[src/rtl/raster_stream_tx.sv]
// Raster-order frame reader: fetches IMG_W*IMG_H words from a 1-cycle-latency memory
// and streams them out through a 2-entry FIFO with valid/ready, start-of-frame and end-of-line flags.
module raster_stream_tx #(
    parameter int IMG_W  = 8,
    parameter int IMG_H  = 8,
    parameter int ADDR_W = 16
) (
    input  logic              clk,
    input  logic              rst,
    input  logic              start,
    output logic              busy,
    output logic              done,
    output logic              mem_rd,
    output logic [ADDR_W-1:0] mem_addr,
    input  logic [16:0]       mem_rdata,
    output logic [16:0]       out_data,
    output logic              out_valid,
    input  logic              out_ready,
    output logic              out_sof,
    output logic              out_eol
);

    localparam int CW = (IMG_W > 1) ? $clog2(IMG_W) : 1;
    localparam int RW = (IMG_H > 1) ? $clog2(IMG_H) : 1;

    typedef enum logic [1:0] {
        IDLE  = 2'd0,
        FETCH = 2'd1,
        DRAIN = 2'd2
    } state_t;

    state_t            state_r;
    state_t            state_s;
    logic [CW-1:0]     col_r;
    logic [RW-1:0]     row_r;
    logic [ADDR_W-1:0] addr_r;
    logic              pend_r;
    logic              pend_sof_r;
    logic              pend_eol_r;
    logic [18:0]       fifo_r [2];
    logic              wr_ptr_r;
    logic              rd_ptr_r;
    logic [1:0]        cnt_r;
    logic              done_r;

    logic              issue_s;
    logic              pop_s;
    logic              credit_s;
    logic              last_col_s;
    logic              last_rd_s;
    logic              final_s;

    // Issue/transition decisions; the credit check counts this cycle's pop so a
    // 2-entry FIFO still sustains one pixel per cycle.
    always_comb begin
        state_s    = state_r;
        issue_s    = 1'b0;
        pop_s      = (cnt_r != 2'd0) & out_ready;
        credit_s   = (({1'b0, cnt_r} + {2'b00, pend_r}) < (3'd2 + {2'b00, pop_s}));
        last_col_s = (col_r == CW'(IMG_W - 1));
        last_rd_s  = last_col_s && (row_r == RW'(IMG_H - 1));
        final_s    = (state_r == DRAIN) && pop_s && (cnt_r == 2'd1) && !pend_r;
        case (state_r)
            IDLE: begin
                if (start && !rst) begin
                    issue_s = 1'b1;
                    state_s = FETCH;
                end else begin
                    state_s = IDLE;
                end
            end
            FETCH: begin
                if (credit_s && !rst) begin
                    issue_s = 1'b1;
                    if (last_rd_s) begin
                        state_s = DRAIN;
                    end else begin
                        state_s = FETCH;
                    end
                end else begin
                    state_s = FETCH;
                end
            end
            DRAIN: begin
                if (final_s) begin
                    state_s = IDLE;
                end else begin
                    state_s = DRAIN;
                end
            end
            default: begin
                state_s = IDLE;
            end
        endcase
    end

    // State register.
    always_ff @(posedge clk or posedge rst) begin
        if (rst) begin
            state_r <= IDLE;
        end else begin
            state_r <= state_s;
        end
    end

    // Raster counters; wrap to zero once the last read is issued so the next frame starts at 0.
    always_ff @(posedge clk or posedge rst) begin
        if (rst) begin
            addr_r <= {ADDR_W{1'b0}};
            col_r  <= {CW{1'b0}};
            row_r  <= {RW{1'b0}};
        end else if (issue_s) begin
            if (last_rd_s) begin
                addr_r <= {ADDR_W{1'b0}};
                col_r  <= {CW{1'b0}};
                row_r  <= {RW{1'b0}};
            end else begin
                addr_r <= addr_r + ADDR_W'(1);
                col_r  <= last_col_s ? {CW{1'b0}} : col_r + CW'(1);
                row_r  <= last_col_s ? row_r + RW'(1) : row_r;
            end
        end
    end

    // In-flight read tag: flags are captured at issue and travel with the returning data.
    always_ff @(posedge clk or posedge rst) begin
        if (rst) begin
            pend_r     <= 1'b0;
            pend_sof_r <= 1'b0;
            pend_eol_r <= 1'b0;
        end else begin
            pend_r     <= issue_s;
            pend_sof_r <= (row_r == {RW{1'b0}}) && (col_r == {CW{1'b0}});
            pend_eol_r <= last_col_s;
        end
    end

    // Two-entry output FIFO; concurrent write and pop keep order via separate pointers.
    always_ff @(posedge clk or posedge rst) begin
        if (rst) begin
            fifo_r[0] <= 19'd0;
            fifo_r[1] <= 19'd0;
            wr_ptr_r  <= 1'b0;
            rd_ptr_r  <= 1'b0;
            cnt_r     <= 2'd0;
        end else begin
            if (pend_r) begin
                fifo_r[wr_ptr_r] <= {pend_sof_r, pend_eol_r, mem_rdata};
                wr_ptr_r         <= ~wr_ptr_r;
            end
            if (pop_s) begin
                rd_ptr_r <= ~rd_ptr_r;
            end
            cnt_r <= cnt_r + {1'b0, pend_r} - {1'b0, pop_s};
        end
    end

    // End-of-frame pulse, one cycle after the last pixel leaves.
    always_ff @(posedge clk or posedge rst) begin
        if (rst) begin
            done_r <= 1'b0;
        end else begin
            done_r <= final_s;
        end
    end

    assign busy      = (state_r != IDLE);
    assign done      = done_r;
    assign mem_rd    = issue_s;
    assign mem_addr  = addr_r;
    assign out_valid = (cnt_r != 2'd0);
    assign out_data  = fifo_r[rd_ptr_r][16:0];
    assign out_eol   = fifo_r[rd_ptr_r][17];
    assign out_sof   = fifo_r[rd_ptr_r][18];

endmodule

[config.mk]
export PLATFORM = sky130hd
export DESIGN_NAME = raster_stream_tx
export DESIGN_NICKNAME = d
export VERILOG_FILES = /design/src/rtl/raster_stream_tx.sv
export SDC_FILE = /design/constraint.sdc
export NUM_CORES = 1
export LEC_CHECK = 0
export CORE_UTILIZATION = 47
export CTS_CLUSTER_SIZE = 10
export DETAILED_ROUTE_END_ITERATION = 8
export MAX_ROUTING_LAYER = met4
export PLACE_DENSITY = 0.76
export SYNTH_ARGS = -nofsm -noshare
export SYNTH_HDL_FRONTEND = slang
export SYNTH_SLANG_ARGS = --single-unit
[constraint.sdc]
create_clock -name clk -period 1.9 [get_ports clk]
set_input_delay 0.285 -clock clk [delete_from_list [all_inputs] [get_ports clk]]
set_output_delay 0.285 -clock clk [all_outputs]
set_load 0.1 [all_outputs]
# ---- Word-level counts from Yosys, hierarchy flattened
# Cells that the tools add are included.
dict set report totals {
  word_cells 70
  mem_bits_rw 0
  input_bits 21
  n_memories 0
  latch_bits 0
  out_inout_bits 39
  mem_bits_ro 0
  reg_bits 70
}
dict set report classes {
  n_addsub 7
  bitwise 5
  mul 0
  eq_ne 5
  muxes 19
  order_cmp 4
  shifts 0
  div_mod_pow 0
  reduce_logical 17
}
# op count
set ops {}
lappend ops {{$mux 19} 4}
lappend ops {{$bwmux 38} 1}
lappend ops {{$demux 19 s1} 1}
lappend ops {{$add 16x1->16 const B} 1}
lappend ops {{$mux 16} 1}
lappend ops {{$mux 3} 4}
lappend ops {{$logic_and 1x1->1} 8}
lappend ops {{$add 3x1->3 const B} 2}
lappend ops {{$eq 3x3->1 const B} 2}
lappend ops {{$logic_not 3->1} 2}
lappend ops {{$mux 2} 3}
lappend ops {{$pmux 2 s3} 1}
lappend ops {{$reduce_bool 2->1} 3}
lappend ops {{$eq 2x1->1 const B} 2}
lappend ops {{$ge 2x2->1 const B} 2}
lappend ops {{$not 1->2} 2}
lappend ops {{$add 2x1->3} 1}
lappend ops {{$add 2x1->3 const A} 1}
lappend ops {{$lt 3x3->1} 1}
lappend ops {{$mux 1} 3}
lappend ops {{$add 2x1->2} 1}
lappend ops {{$eq 2x2->1 const B} 1}
lappend ops {{$logic_not 1->1} 2}
lappend ops {{$logic_not 2->1} 1}
lappend ops {{6 further kinds} 7}

# ---- Logic depth before layout (Yosys ltp)
# Gate-level depths: netlist of the first run.
dict set report depth {
  ltp_word 8
  mapped_depth 8
  ltp_nobuf 7
}

# ---- Worst setup path after synthesis of the first run
# OpenSTA, ideal clock, no wires.
dict set report synth_path {
  path_kind {register -> register}
  start {register pend_r}
  end {register col_r[0]}
  stages_incl_launch_ff 9
  slack_ps -483
  path_buffers 2
  arrival_ps 2222
  synth_period_minus_slack_ps 2383
  setup_time_ps 161
  cell_sequence {dfrtp_1 > ha_1 > ha_1 > nor2_1 > a31oi_4 > buf_6 > buf_2 > inv_1 > o21ai_0}
}
dict set report synth_between {
  elab_chain_cells 5
}
# item line_no
set synth_rtl {}
lappend synth_rtl {{start, declared} 37} ;# logic pend_r;
lappend synth_rtl {{start signal, assigned} 132} ;# pend_r <= issue_s;
lappend synth_rtl {{$add 2x1->3} 59} ;# credit_s = (({1'b0, cnt_r} + {2'b00, pend_r}) < (3'd2 + {2'b00, pop_s}));
lappend synth_rtl {{$lt 3x3->1} 59}
lappend synth_rtl {{$logic_and 1x1->1} 73} ;# if (credit_s && !rst) begin
lappend synth_rtl {{$mux 1} 73}
lappend synth_rtl {{$pmux 1 s2} 63} ;# case (state_r)
lappend synth_rtl {{via mem_rd} 13} ;# output logic mem_rd,
lappend synth_rtl {{end signal, assigned} 110} ;# col_r <= {CW{1'b0}};
lappend synth_rtl {{end signal, assigned} 115} ;# col_r <= {CW{1'b0}};
lappend synth_rtl {{end signal, assigned} 119} ;# col_r <= last_col_s ? {CW{1'b0}} : col_r + CW'(1);
lappend synth_rtl {{end, declared} 34} ;# logic [CW-1:0] col_r;
# The timed path passes the listed nets, and every way through them passes these cells.
# A chain may end at the register's enable or synchronous reset.

# ---- Final worst setup path of the first run
dict set report layout_path {
  start {register state_r[1]}
  end {register addr_r[7], in the netlist mem_addr[7]}
}
dict set report layout_between {
  elab_chain_cells 2
  elab_cells_between_ends 3
}
# item line_no
set layout_rtl {}
lappend layout_rtl {{start, declared} 32} ;# state_t state_r;
lappend layout_rtl {{start signal, assigned} 102} ;# state_r <= state_s;
lappend layout_rtl {{$eq 2x1->1 or $logic_not 2->1 (tied branches)} 63}
lappend layout_rtl {{$pmux 1 s2 (*)} 63}
lappend layout_rtl {{end signal, assigned} 109} ;# addr_r <= {ADDR_W{1'b0}};
lappend layout_rtl {{end signal, assigned} 114} ;# addr_r <= {ADDR_W{1'b0}};
lappend layout_rtl {{end signal, assigned} 118} ;# addr_r <= addr_r + ADDR_W'(1);
lappend layout_rtl {{end, declared} 36} ;# logic [ADDR_W-1:0] addr_r;
# Mark *: on every way between the ends. The rest lies on a longest branch, timed or not.

==> results of run 1 <==
-- cell usage in the layout, fill, tap and decap left out, types with 2 or more instances in the layout --
| master | instances |
|---|---|
| o31ai_1 | 5 |
| clkbuf_8 | 9 |
| dfrtp_1 | 58 |
| nand4bb_1 | 2 |
| nand2b_1 | 4 |
| and4_1 | 2 |
| inv_1 | 8 |
| mux2_2 | 59 |
| dfrtp_4 | 7 |
| or2_2 | 2 |
| or4_1 | 4 |
| dfrtp_2 | 5 |
| o21ai_1 | 3 |
| clkinvlp_4 | 6 |
| clkinv_2 | 2 |
| nand4_1 | 3 |
| or3_1 | 3 |
| and3_1 | 4 |
| o211ai_1 | 2 |
| a21oi_1 | 9 |
| nor2_1 | 6 |
| xnor2_1 | 3 |
| clkdlybuf4s50_1 | 20 |
| nand3_1 | 7 |
| buf_4 | 44 |
| nand2_1 | 15 |
| o21ai_0 | 14 |
| buf_12 | 24 |
| ha_1 | 10 |
| and2_1 | 2 |
-- flip-flops by register name, summed over array words and instances (netlist names), 2 cells and up --
| register | cells |
|---|---|
| state_r | 2 |
| cnt_r | 2 |
| row_r | 3 |
| mem_addr | 16 |
| fifo_r | 38 |
| col_r | 3 |
-- layer usage --
layer / part of all wire / track usage / wire length (um)
met4: 0.019 / 0.09545 / 127
met1: 0.45 / 0.2571 / 3074
met2: 0.49 / 0.3333 / 3389
met5: 0 / - / 0
met3: 0.038 / 0.03465 / 260
-- how the worst max path moves through the flow --
stage / slack, ns / depth (start not counted) / to
after floorplan: -0.29 / 8 / col_r[0]
after global placement: -0.32 / 7 / mem_addr[7]
after detailed placement: -0.36 / 7 / mem_addr[7]
after CTS: -0.27 / 6 / mem_rd
after global routing: -0.29 / 9 / mem_addr[7]
final: -0.21 / 7 / mem_addr[7]
-- cell type report --
| cell class | count | area share |
|---|---|---|
| Clock buffer | 9 | 0.02643 |
| Clock inverter | 7 | 0.01575 |
| Inverter | 11 | 0.01068 |
| Multi-Input combinational cell | 180 | 0.3251 |
| Sequential cell | 70 | 0.3807 |
| Tap cell | 96 | 0.02563 |
| Timing Repair Buffer | 88 | 0.2157 |
-- stage by stage --
| stage | setup TNS (ns) | setup slack [ns] | hold slack (ns) |
|---|---|---|---|
| floorplan | -1.096 | -0.2905 | 0.4205 |
| global placement | -5.132 | -0.3166 | 0.4529 |
| detailed placement | -6.300 | -0.3640 | 0.4703 |
| CTS | -2.468 | -0.2710 | 0.3603 |
| global route | -3.643 | -0.2873 | 0.3815 |
| finish | -1.684 | -0.2122 | 0.3667 |
-- kinds of logic (layout without fill, tap and decap cells) --
kind of cell / after synthesis / in the layout / share of synthesized area
compound gates: 41 / 41 / 0.07712
xor+xnor: 4 / 4 / 0.01054
fa+ha+maj: 12 / 12 / 0.04515
buf+inv: 21 / 115 / 0.02671
flops: 70 / 70 / 0.5267
mux: 60 / 60 / 0.2032
simple gates: 63 / 63 / 0.1106
-- critical path, cell delays in order (launching register included) --
cell	delay, ns
dfrtp_1	0.41
or4b_4	0.56
clkinv_2	0.09
a31oi_4	0.05
buf_4	0.20
buf_4	0.17
or4_1	0.50
nand2_1	0.08
-- what timing repair did --
action                     4_1_cts  5_1_grt
buffers inserted                 1        0
setup endpoints to repair       21       23
pin swaps                        3        1
resized for setup                1        4
==> results.ini, run 1 <==
[run_status]
status = finished, violations left
violations = negative setup slack

[worst_setup_path]
rrSetupSlack_ns = -0.21
crit_start = state_r[1]
r2r_cells = 7
critPathKind = register to register
rr_endpoint = mem_addr[7]
worstPathRequired_ns = 2.18
critical_path_arrival_ns = 2.39
crit_path_max_fanout = 12
startpoint_type = register
crit_path_end_kind = register
r2r_start = state_r[1]

[place]
postPlaceCellArea_sq_um = 4466
dpl.cell_count = 444
dpl.hpwl_mm = 4.902
gp_routability_congestion = 0.8746
place.port_buffers = 59

[grt]
grtUsageTotal = 0.2074
grt_max_degree = 26
grt-ovfl-total = 0
grt_pass1_vias = 2435
antenna_found_initial = 0
grt_pass1_wl_mm = 11.44

[synth]
synth_area_leaders = dfrtp_1 (53%), mux2_2 (20%), ha_1 (4.5%), o21ai_0 (2.6%), nand2_1 (1.7%)
synth.most_common_cell = dfrtp_1
synth_seq_cells = 70
synthCells = 271
netlist_area_sq_um = 3326
synth-async-reset-ratio = 1.000
synth_cell_types = 43
seq_area_frac_synth = 0.5267
synth_commonest_cells = dfrtp_1 (70), mux2_2 (59), o21ai_0 (17)
ys.flop_type = dfrtp_1
synth_top_cell_by_area = dfrtp_1
synth_edf_count = 0
synth_warnings = 0
yosys.area.top_type_share = 0.5267
post_synth.cell_area_avg_sq_um = 12.27
syn_nets = 304

[detailed_routing]
vias = 2428
first_pass_iters = 4
drt_iter0_markers = 79
postRouteAntennaNets = 0
routedWlPerCell_um = 14.86
via_per_inst = 5.267
wirelength_mm = 6.851
drc_errors = 0

[floorplanning]
design.core.area_sq_um = 6832
rows = 30
die_w_um = 86.12
ios = 60
initial_core_util = 0.4868
die-area_sq_um = 7417
chipHeight_um = 86.12

[timing]
max_slew_margin = 0.7563
finalCritPeriodShare = 1.112
min_period_ns = 2.112
max_freq_ghz = 0.4734
rsz0062_at_grt = yes
tightestPinTransition_ns = 0.3622
hold_viol_final = 0
fin_ws_ns = -0.2122
setup_viol = 19
fin_skew_ns = 0.006886
final-max-slew-violation-count = 0

[clocking]
clk_path_buf_depth = 2
clkLatencyLatePin_ns = 0.34
h-tree-depth = 3
clk_pin_slew_ns = 0.08
cts_sinks = 70
cts_root_buffer = clkbuf_8
cts_tree = built
cts-hold-fix-buffers = 0
cts_buffers = 9

[layout]
final_cell_count_no_fill = 461
postLayoutCoreUtil = 0.6861
drive_gt1_frac = 0.4630
fill_cells = 483
nNetsFinal = 393
antenna_cells = 0
area_delta_synth_final_pct = 40.93
multiInputGateArea_sq_um = 1524
ff_latch_area_sq_um = 1784
finalInstanceArea_sq_um = 4687

[flow_run]
max_cap_viol_count = 0

[min_path]
hp-class = input port to asynchronous set/reset pin

Power of run 1 is left out: the tool's default activity adds up to more than one toggle a clock period on the data nets, which glitch-free logic cannot reach.
==> inputs of run 2 (changes only) <==
--- a/config.mk
+++ b/config.mk
@@ -5,6 +5,7 @@
 export SDC_FILE = /design/constraint.sdc
 export NUM_CORES = 1
 export LEC_CHECK = 0
+export CORE_MARGIN = 2
 export CORE_UTILIZATION = 47
 export CTS_CLUSTER_SIZE = 10
 export DETAILED_ROUTE_END_ITERATION = 8
@@ -13,3 +14,4 @@
 export SYNTH_ARGS = -nofsm -noshare
 export SYNTH_HDL_FRONTEND = slang
 export SYNTH_SLANG_ARGS = --single-unit
+export TNS_END_PERCENT = 20
==> run 2 against run 1 <==
  * The flow still finishes with violations (negative setup slack)
  * Fmax decreased by 1.3%
  * Final area is 3.4% higher
  * Register-to-register slack lost 0.03 ns
  * Utilization is 2.3 points higher
  * Non-clock buffer count increased by 3
  * Routed wire length grew 3.9%
  * Critical path depth increased by 1
  * Final cell count grew 0.65%
==> results.ini, run 2 (same netlist as run 1, synthesis figures left out) <==
[worst_setup_path]
cp_common_cell = or4b_4
path_delay_family = simple AND/OR/NAND/NOR gates
r2r_start = state_r[0]
rr_endpoint = mem_addr[10]
critPathMaxStageDelay_ns = 0.54
crit_path_end_kind = register
startpoint_type = register
critical_path_arrival_ns = 2.40
r2r_cells = 8
cpMaxStageDelayCell = or4b_4
worstPathRequired_ns = 2.17
rrSetupSlack_ns = -0.24
critPathKind = register to register
cp_cell_sequence = or4b_4, clkinv_4, a31oi_4, buf_4, buf_6, buf_12, or4b_4, a21oi_2
cp_num_buf_inv = 4
crit_path_max_fanout = 17

[timing]
final-max-slew-violation-count = 0
hold_viol_final = 0
setup_viol = 12
finalCritPeriodShare = 1.126
max_slew_margin = 0.7190
max_freq_ghz = 0.4673
fin_ws_ns = -0.2399
fin_skew_ns = 0.009605
tightestPinTransition_ns = 0.4176
hold_ws_ns = 0.06776
rsz0062_at_grt = yes
min_period_ns = 2.140

[floorplanning]
die-area_sq_um = 7765
die_w_um = 88.12
initial_core_util = 0.4868
ios = 60
chipHeight_um = 88.12
rows = 30
design.core.area_sq_um = 6832

[grt]
grt_max_degree = 26
grt_pass1_vias = 2532
antenna_found_initial = 0
grt-ovfl-total = 0
grt_pass1_wl_mm = 11.82
grtUsageTotal = 0.2048

[run_status]
violations = negative setup slack
status = finished, violations left

[place]
dpl.hpwl_mm = 4.949
postPlaceCellArea_sq_um = 4448
post-place-ws_ns = -0.3460
place.port_buffers = 59
gp_routability_congestion = 0.8275

[clocking]
cts-hold-fix-buffers = 0
cts_buffers = 9
cts_root_buffer = clkbuf_8
clk_path_buf_depth = 2
cts_sinks = 70
cts_tree = built
h-tree-depth = 3
clkLatencyLatePin_ns = 0.35
clk_pin_slew_ns = 0.08

[detailed_routing]
drt_iter0_markers = 97
drc_errors = 0
routedWlPerCell_um = 15.35
wirelength_mm = 7.121
first_pass_iters = 4
vias = 2422
via_per_inst = 5.220
postRouteAntennaNets = 0

[layout]
antenna_cells = 0
nNetsFinal = 396
regMostFlops = fifo_r
fill_cells = 507
drive_gt1_frac = 0.5027
final_common_cell = dfrtp_1
layout_common_cells = dfrtp_1 (58), mux2_2 (57), buf_4 (42)
area_delta_synth_final_pct = 45.71
finalInstanceArea_sq_um = 4846
largest_reg_flops = 38

[flow_run]
max_cap_viol_count = 0

[min_path]
hp-class = input port to asynchronous set/reset pin

## run 2: worst max path at each step
stage	start	end	slack, ns	depth (start not counted)
4_1_cts	pend_r	mem_rd	-0.25	7
5_1_grt	pend_r	mem_rd	-0.32	7
2_1_floorplan	pend_r	col_r[0]	-0.29	8
6_report	state_r[0]	mem_addr[10]	-0.24	8
3_3_place_gp	rst	mem_addr[10]	-0.29	7
3_5_place_dp	rst	mem_addr[10]	-0.35	7
## run 2: final cells by class
type,instances,area [sq um],share of cell area
clock inverter,4,53.80,0.01110
tap,96,120.1,0.02479
clock buffer,12,155.1,0.03202
sequential,70,1784,0.3682
inverter,11,53.80,0.01110
multi-input combinational,180,1615,0.3333
timing repair buffer,91,1064,0.2195
## run 2: per-layer routing
layer,vias to the layer above,global-route usage,part of all wire
met1,1187,0.2605,0.45
met5,-,-,0
met3,8,0.04524,0.047
met2,64,0.3196,0.49
li1,1163,-,-
met4,0,0.08264,0.012
## run 2: timing repair
action                                  in CTS  in global routing
setup buffers                                6                  4
endpoints found under the setup margin      17                 20
pin swaps                                    6                  5
resized for setup                           16                 17
## run 2: worst reg2reg max path: cells and delay by family, from the launching register on
kind,cells,cell delay [ns]
buffers and inverters,4,0.48
flip-flops,1,0.38
AO/OA/AOI/OAI,2,0.17
AND/OR/NAND/NOR,2,1.02
## run 2: per-stage QoR
step / utilization / std cells / TNS, ns
global placement: 0.6511 / 440 / -3.452
finish: 0.7093 / 464 / -1.289
floorplan: - / 271 / -1.096
detailed placement: 0.6511 / 440 / -4.192
CTS: 0.6978 / 462 / -0.6029
global route: 0.7093 / 464 / -2.286
Power of run 2 is left out for the same reason.
==> inputs of run 3 (changes only) <==
--- a/config.mk
+++ b/config.mk
@@ -5,12 +5,12 @@
 export SDC_FILE = /design/constraint.sdc
 export NUM_CORES = 1
 export LEC_CHECK = 0
-export CORE_MARGIN = 2
-export CORE_UTILIZATION = 47
+export CORE_MARGIN = 4
+export CORE_UTILIZATION = 52
 export CTS_CLUSTER_SIZE = 10
 export DETAILED_ROUTE_END_ITERATION = 8
 export MAX_ROUTING_LAYER = met4
-export PLACE_DENSITY = 0.76
+export PLACE_DENSITY = 0.79
 export SYNTH_ARGS = -nofsm -noshare
 export SYNTH_HDL_FRONTEND = slang
 export SYNTH_SLANG_ARGS = --single-unit
==> constraint.sdc (replaced) <==
create_clock -name clk -period 2.3 [get_ports clk]
set_input_delay 0.345 -clock clk [delete_from_list [all_inputs] [get_ports clk]]
set_output_delay 0.345 -clock clk [all_outputs]
set_load 0.1 [all_outputs]
==> run 3 against run 2 <==
  * Sequential share of layout area grew 2.2 points
  * Critical endpoint is now mem_rd
  * Highest routed layer unchanged
  * Die area shrank 0.34%
  * Routed wire length grew 3.2%
  * Critical path depth shrank 2
  * The run now ends clean
  * First-iteration DRC count grew 35%
  * Clock skew shrank 0.0012 ns
==> results.ini, run 3 (same netlist as run 1, synthesis figures left out) <==
[place]
place.port_buffers = 59
post-place-ws_ns = -0.3529
dpl.hpwl_mm = 4.923
gp_routability_congestion = 0.9080
postPlaceCellArea_sq_um = 4218

[worst_setup_path]
worstPathRequired_ns = 1.96
crit_path_end_kind = primary output
critPathKind = register to primary output
crit_path_max_fanout = 4
startpoint_type = register
critical_path_arrival_ns = 1.89

[floorplanning]
design.core.area_sq_um = 6061
chipHeight_um = 87.97
rows = 28
die_w_um = 87.97
initial_core_util = 0.5487
die-area_sq_um = 7739
ios = 60

[timing]
setup_viol = 0
finalCritPeriodShare = 0.9716
max_freq_ghz = 0.4475
max_slew_margin = 0.6169
tightestPinTransition_ns = 0.5738
fin_ws_ns = 0.06539
final-max-slew-violation-count = 0
fin_skew_ns = 0.008378
hold_viol_final = 0
min_period_ns = 2.235
rsz0062_at_grt = yes

[flow_run]
max_cap_viol_count = 0

[detailed_routing]
vias = 2440
wirelength_mm = 7.351
postRouteAntennaNets = 0
first_pass_iters = 4
drc_errors = 0
via_per_inst = 5.714
routedWlPerCell_um = 17.22
drt_iter0_markers = 131

[clocking]
cts_buffers = 9
cts_root_buffer = clkbuf_8
clk_path_buf_depth = 2
cts_sinks = 70
h-tree-depth = 3
cts_tree = built
cts-hold-fix-buffers = 0
clk_pin_slew_ns = 0.08
clkLatencyLatePin_ns = 0.35

[grt]
grt_pass1_wl_mm = 12.05
grt_pass1_vias = 2475
grt_max_degree = 30
grt-ovfl-total = 0
antenna_found_initial = 0
grtUsageTotal = 0.2119

[min_path]
hp-class = input port to asynchronous set/reset pin

[layout]
regMostFlops = fifo_r
layout_common_cells = dfrtp_1 (68), mux2_2 (59), buf_4 (33)
fill_cells = 403
finalInstanceArea_sq_um = 4497
area_delta_synth_final_pct = 35.21
antenna_cells = 0
drive_gt1_frac = 0.4119
largest_reg_flops = 38
final_common_cell = dfrtp_1
nNetsFinal = 380

[run_status]
status = finished, final reports clean

==> run 3: cell count changes in the layout (fill, tap and decap cells not counted), moves of 4 or more <==
cell	previous run	this run
a21oi_1	5	9
a21oi_2	4	0
buf_12	25	21
buf_4	42	33
buf_6	4	0
clkinv_2	0	4
dfrtp_1	58	68
dfrtp_4	7	0
==> run 3: worst max-delay path, stage by stage, from the launching register on <==
cell        delay (ns)
dfrtp_1           0.39
ha_2              0.20
ha_4              0.27
o21ai_4           0.07
a31oi_4           0.25
clkinvlp_4        0.17
buf_12            0.19
==> run 3: layout make-up <==
type                    instances  area [sq um]  share of cell area
clock buffers                  10         137.6             0.03061
inverters                      11         46.29             0.01029
multi-input cells             181          1535              0.3414
clock inverters                 6         61.31             0.01363
repair buffers                 74         868.3              0.1931
well taps                      75         93.84             0.02087
flip-flops and latches         70          1754              0.3901
==> run 3: metal layers <==
layer,part of all wire,track usage,up-vias
met2,0.51,0.3404,91
met4,0.019,0.09205,0
met1,0.41,0.2586,1199
li1,-,-,1134
met3,0.065,0.04421,16
met5,0,-,-
==> run 3: repair_timing <==
item                                    CTS  global route
setup buffers                             2             2
pin swaps                                 1             2
endpoints found under the setup margin    3             7
gates cloned                              1             0
resized for setup                         0             6
hold endpoints to repair                  0             0
==> run 3: metrics by stage <==
step | util | setup TNS, ns | instances | hold slack [ns]
after floorplan | - | -0.02600 | 271 | 0.4301
after global placement | 0.6959 | -0.7664 | 406 | 0.4511
after detailed placement | 0.6959 | -0.9400 | 406 | 0.4501
after CTS | 0.7333 | 0 | 425 | 0.4527
after global routing | 0.7419 | -0.005654 | 427 | 0.4685
final | 0.7419 | 0 | 427 | 0.4616
==> run 3: path summary, 6_finish.rpt <==
check / slack (ns) / cells past startpoint / to / startpoint
hold / removal: 0.46 / 2 / pend_r / rst
max in group asynchronous: 1.26 / 3 / mem_addr[13] / rst
min in group clk: 0.46 / 1 / pend_sof_r / row_r[2]
setup reg to reg: 0.14 / 7 / mem_addr[8] / cnt_r[0]
setup / recovery: 0.07 / 6 / mem_rd / cnt_r[0]
hold reg to reg: 0.46 / 1 / pend_sof_r / row_r[2]
Power of run 3 is left out for the same reason.
==> edit: new RTL, flow settings as in run 2 <==
Set the parameter `IMG_W` to 16 (it was 8).
--- a/src/rtl/raster_stream_tx.sv
+++ b/src/rtl/raster_stream_tx.sv
@@ -2,5 +2,5 @@
 // and streams them out through a 2-entry FIFO with valid/ready, start-of-frame and end-of-line flags.
 module raster_stream_tx #(
-    parameter int IMG_W  = 8,
+    parameter int IMG_W  = 16,
     parameter int IMG_H  = 8,
     parameter int ADDR_W = 16
Function: changed (a bounded check fails within 10 cycles, from zero or initial values and one cycle with rst high).
==> edit against run 2 <==
The run still ends with setup timing left; design area decreased by 3.1%; routed wire length increased by 2.6%; setup slack improved by 0.057 ns; clock skew about the same; sequential cell count increased by 1; sequential share of layout area increased by 1.4 points; critical path depth decreased by 1; global-route usage increased by 0.069 points; synthesized area increased by 0.15%; critical endpoint is now mem_rd; largest cell class unchanged; highest routed layer unchanged.
Power is not shown: default switching activity piles up to over one toggle a cycle in this logic, so the estimate is an artifact.
==> edit: results (changes against run 2) <==
{| class="wikitable"
! Metric !! Value
|-
| Run status || complete, but fails checks
|-
| Peak fanout along the critical path || 2 (-15)
|-
| DRT iter0 DRCs || 136 (+40%)
|-
| Kind of cell with the highest combined delay on the critical path || adder cells
|-
| Routability-driven placement congestion ratio || 0.874 (+5.6%)
|-
| Global-route wire length before repair || 11,900 um (+0.70%)
|-
| Largest net degree at the start of global routing || 36 (+38%)
|-
| Worst-margin pin slew || 0.473 ns (+0.0556 ns)
|-
| Seq/Total Area, Yosys || 53.3% (+0.67 points)
|-
| Worst Setup Slack, final || -0.183 ns (+0.0569 ns)
|-
| Post-placement worst setup slack || -0.225 ns (+0.121 ns)
|-
| Fraction of layout instances using a drive strength above 1 || 46.3% (-4.0 points)
|-
| Met2 usage || 34.0% (+2.1 points)
|-
| Top cells by instance count after synthesis || sky130_fd_sc_hd__dfrtp_1 (71), sky130_fd_sc_hd__mux2_2 (57), sky130_fd_sc_hd__o21ai_0 (23)
|-
| Met3 global-route usage || 5.47% (+0.94 points)
|-
| Crit path max-delay cell type || sky130_fd_sc_hd__dfrtp_1
|-
| Total routing resource utilization after global routing || 20.5% (+0.069 points)
|-
| Final-stage net count || 393 (-0.76%)
|-
| CP peak stage delay || 0.38 ns (-0.16 ns)
|-
| Setup TNS || -0.264 ns (+1.03 ns)
|-
| Signal arrival time at the worst endpoint || 1.80 ns (-0.60 ns)
|-
| Via count of the first global-routing pass || 2,552 (+0.79%)
|-
| Avg Cell Area, Syn || 12.1 sq um (-1.7%)
|-
| CTS Buffer Depth || 2 (unchanged)
|-
| Nets in the synthesized netlist || 307 (+0.99%)
|-
| Hpwl dp || 4980 um (+0.69%)
|-
| Skew final || 0.00940 ns (-0.000207 ns)
|-
| Failing checks || setup timing
|-
| Cell types with the largest area share after synthesis || sky130_fd_sc_hd__dfrtp_1 (53%), sky130_fd_sc_hd__mux2_2 (19%), sky130_fd_sc_hd__ha_1 (3.8%)
|-
| Final routed wire length divided by cell count || 15.8 um (+2.8%)
|-
| Vias per inst || 5.36 (+2.7%)
|-
| Global routing usage on met1 || 23.9% (-2.2 points)
|-
| Number of distinct library cells after synthesis || 37 (-14%)
|-
| Number of endpoints failing setup at the final stage || 3 (-9)
|}
==> edit: changes by cell type after synthesis, moves of 3 or more <==
cell                       delta
sky130_fd_sc_hd__o21ai_0      +6
sky130_fd_sc_hd__nand3_1      +5
sky130_fd_sc_hd__buf_2        +4
sky130_fd_sc_hd__nand2b_1     -3
==> edit: cell families after synthesis <==
| logic type | count (synthesis) | synth area share [%] |
|---|---|---|
| flip-flops | 71 | 53.3 |
| AND/OR/NAND/NOR | 65 | 10.9 |
| multiplexers | 58 | 19.6 |
| AO/OA/AOI/OAI | 46 | 8.38 |
| buffers and inverters | 21 | 2.67 |
| adder cells (fa/ha/maj) | 10 | 3.76 |
| XOR/XNOR | 5 | 1.31 |
==> edit: routing by layer <==
| metal | part of all wire [%] | wire length (um) | vias up |
|---|---|---|---|
| met4 | 1.9 | 142 | 0 |
| met1 | 42 | 3040 | 1210 |
| met3 | 5.5 | 403 | 12 |
| met5 | 0 | 0 | - |
| li1 | - | - | 1177 |
| met2 | 51 | 3720 | 82 |
==> edit: path summary, 6_finish.rpt <==
path | end | slack (ns) | depth (start not counted)
worst max register to register | mem_addr[5] | -0.06 | 7
max in group asynchronous | fifo_r[33] | 0.96 | 3
min in group asynchronous | fifo_r[6] | 0.54 | 3
worst min register to register | pend_sof_r | 0.47 | 1
worst max-delay path | mem_rd | -0.18 | 7
worst min-delay path | pend_sof_r | 0.47 | 1
==> edit: cell type report <==
cell class,count,area [sq um]
sequential,71,1790
clock buffer,10,138
inverter,10,41.3
fill,501,2140
timing repair buffer,86,962
tap,96,120
multi-input combinational,184,1550
clock inverter,6,92.6
==> edit: what timing repair did <==
| item | 4_1_cts | 5_1_grt |
|---|---|---|
| endpoints found under the setup margin | 9 | 11 |
| hold buffers | 0 | 0 |
| pin swaps | 3 | 2 |
| cloned | 0 | 0 |
| hold endpoints to repair | 0 | 0 |
| buffers inserted | 2 | 0 |
| gates resized for setup | 11 | 6 |
==> edit: through the flow <==
step                      utilization [%]  instance area, sq um
after floorplan                         -                  3360
after global placement               63.9                  4370
after detailed placement             63.9                  4370
after CTS                            68.3                  4670
after global routing                 68.7                  4700
final                                68.7                  4700
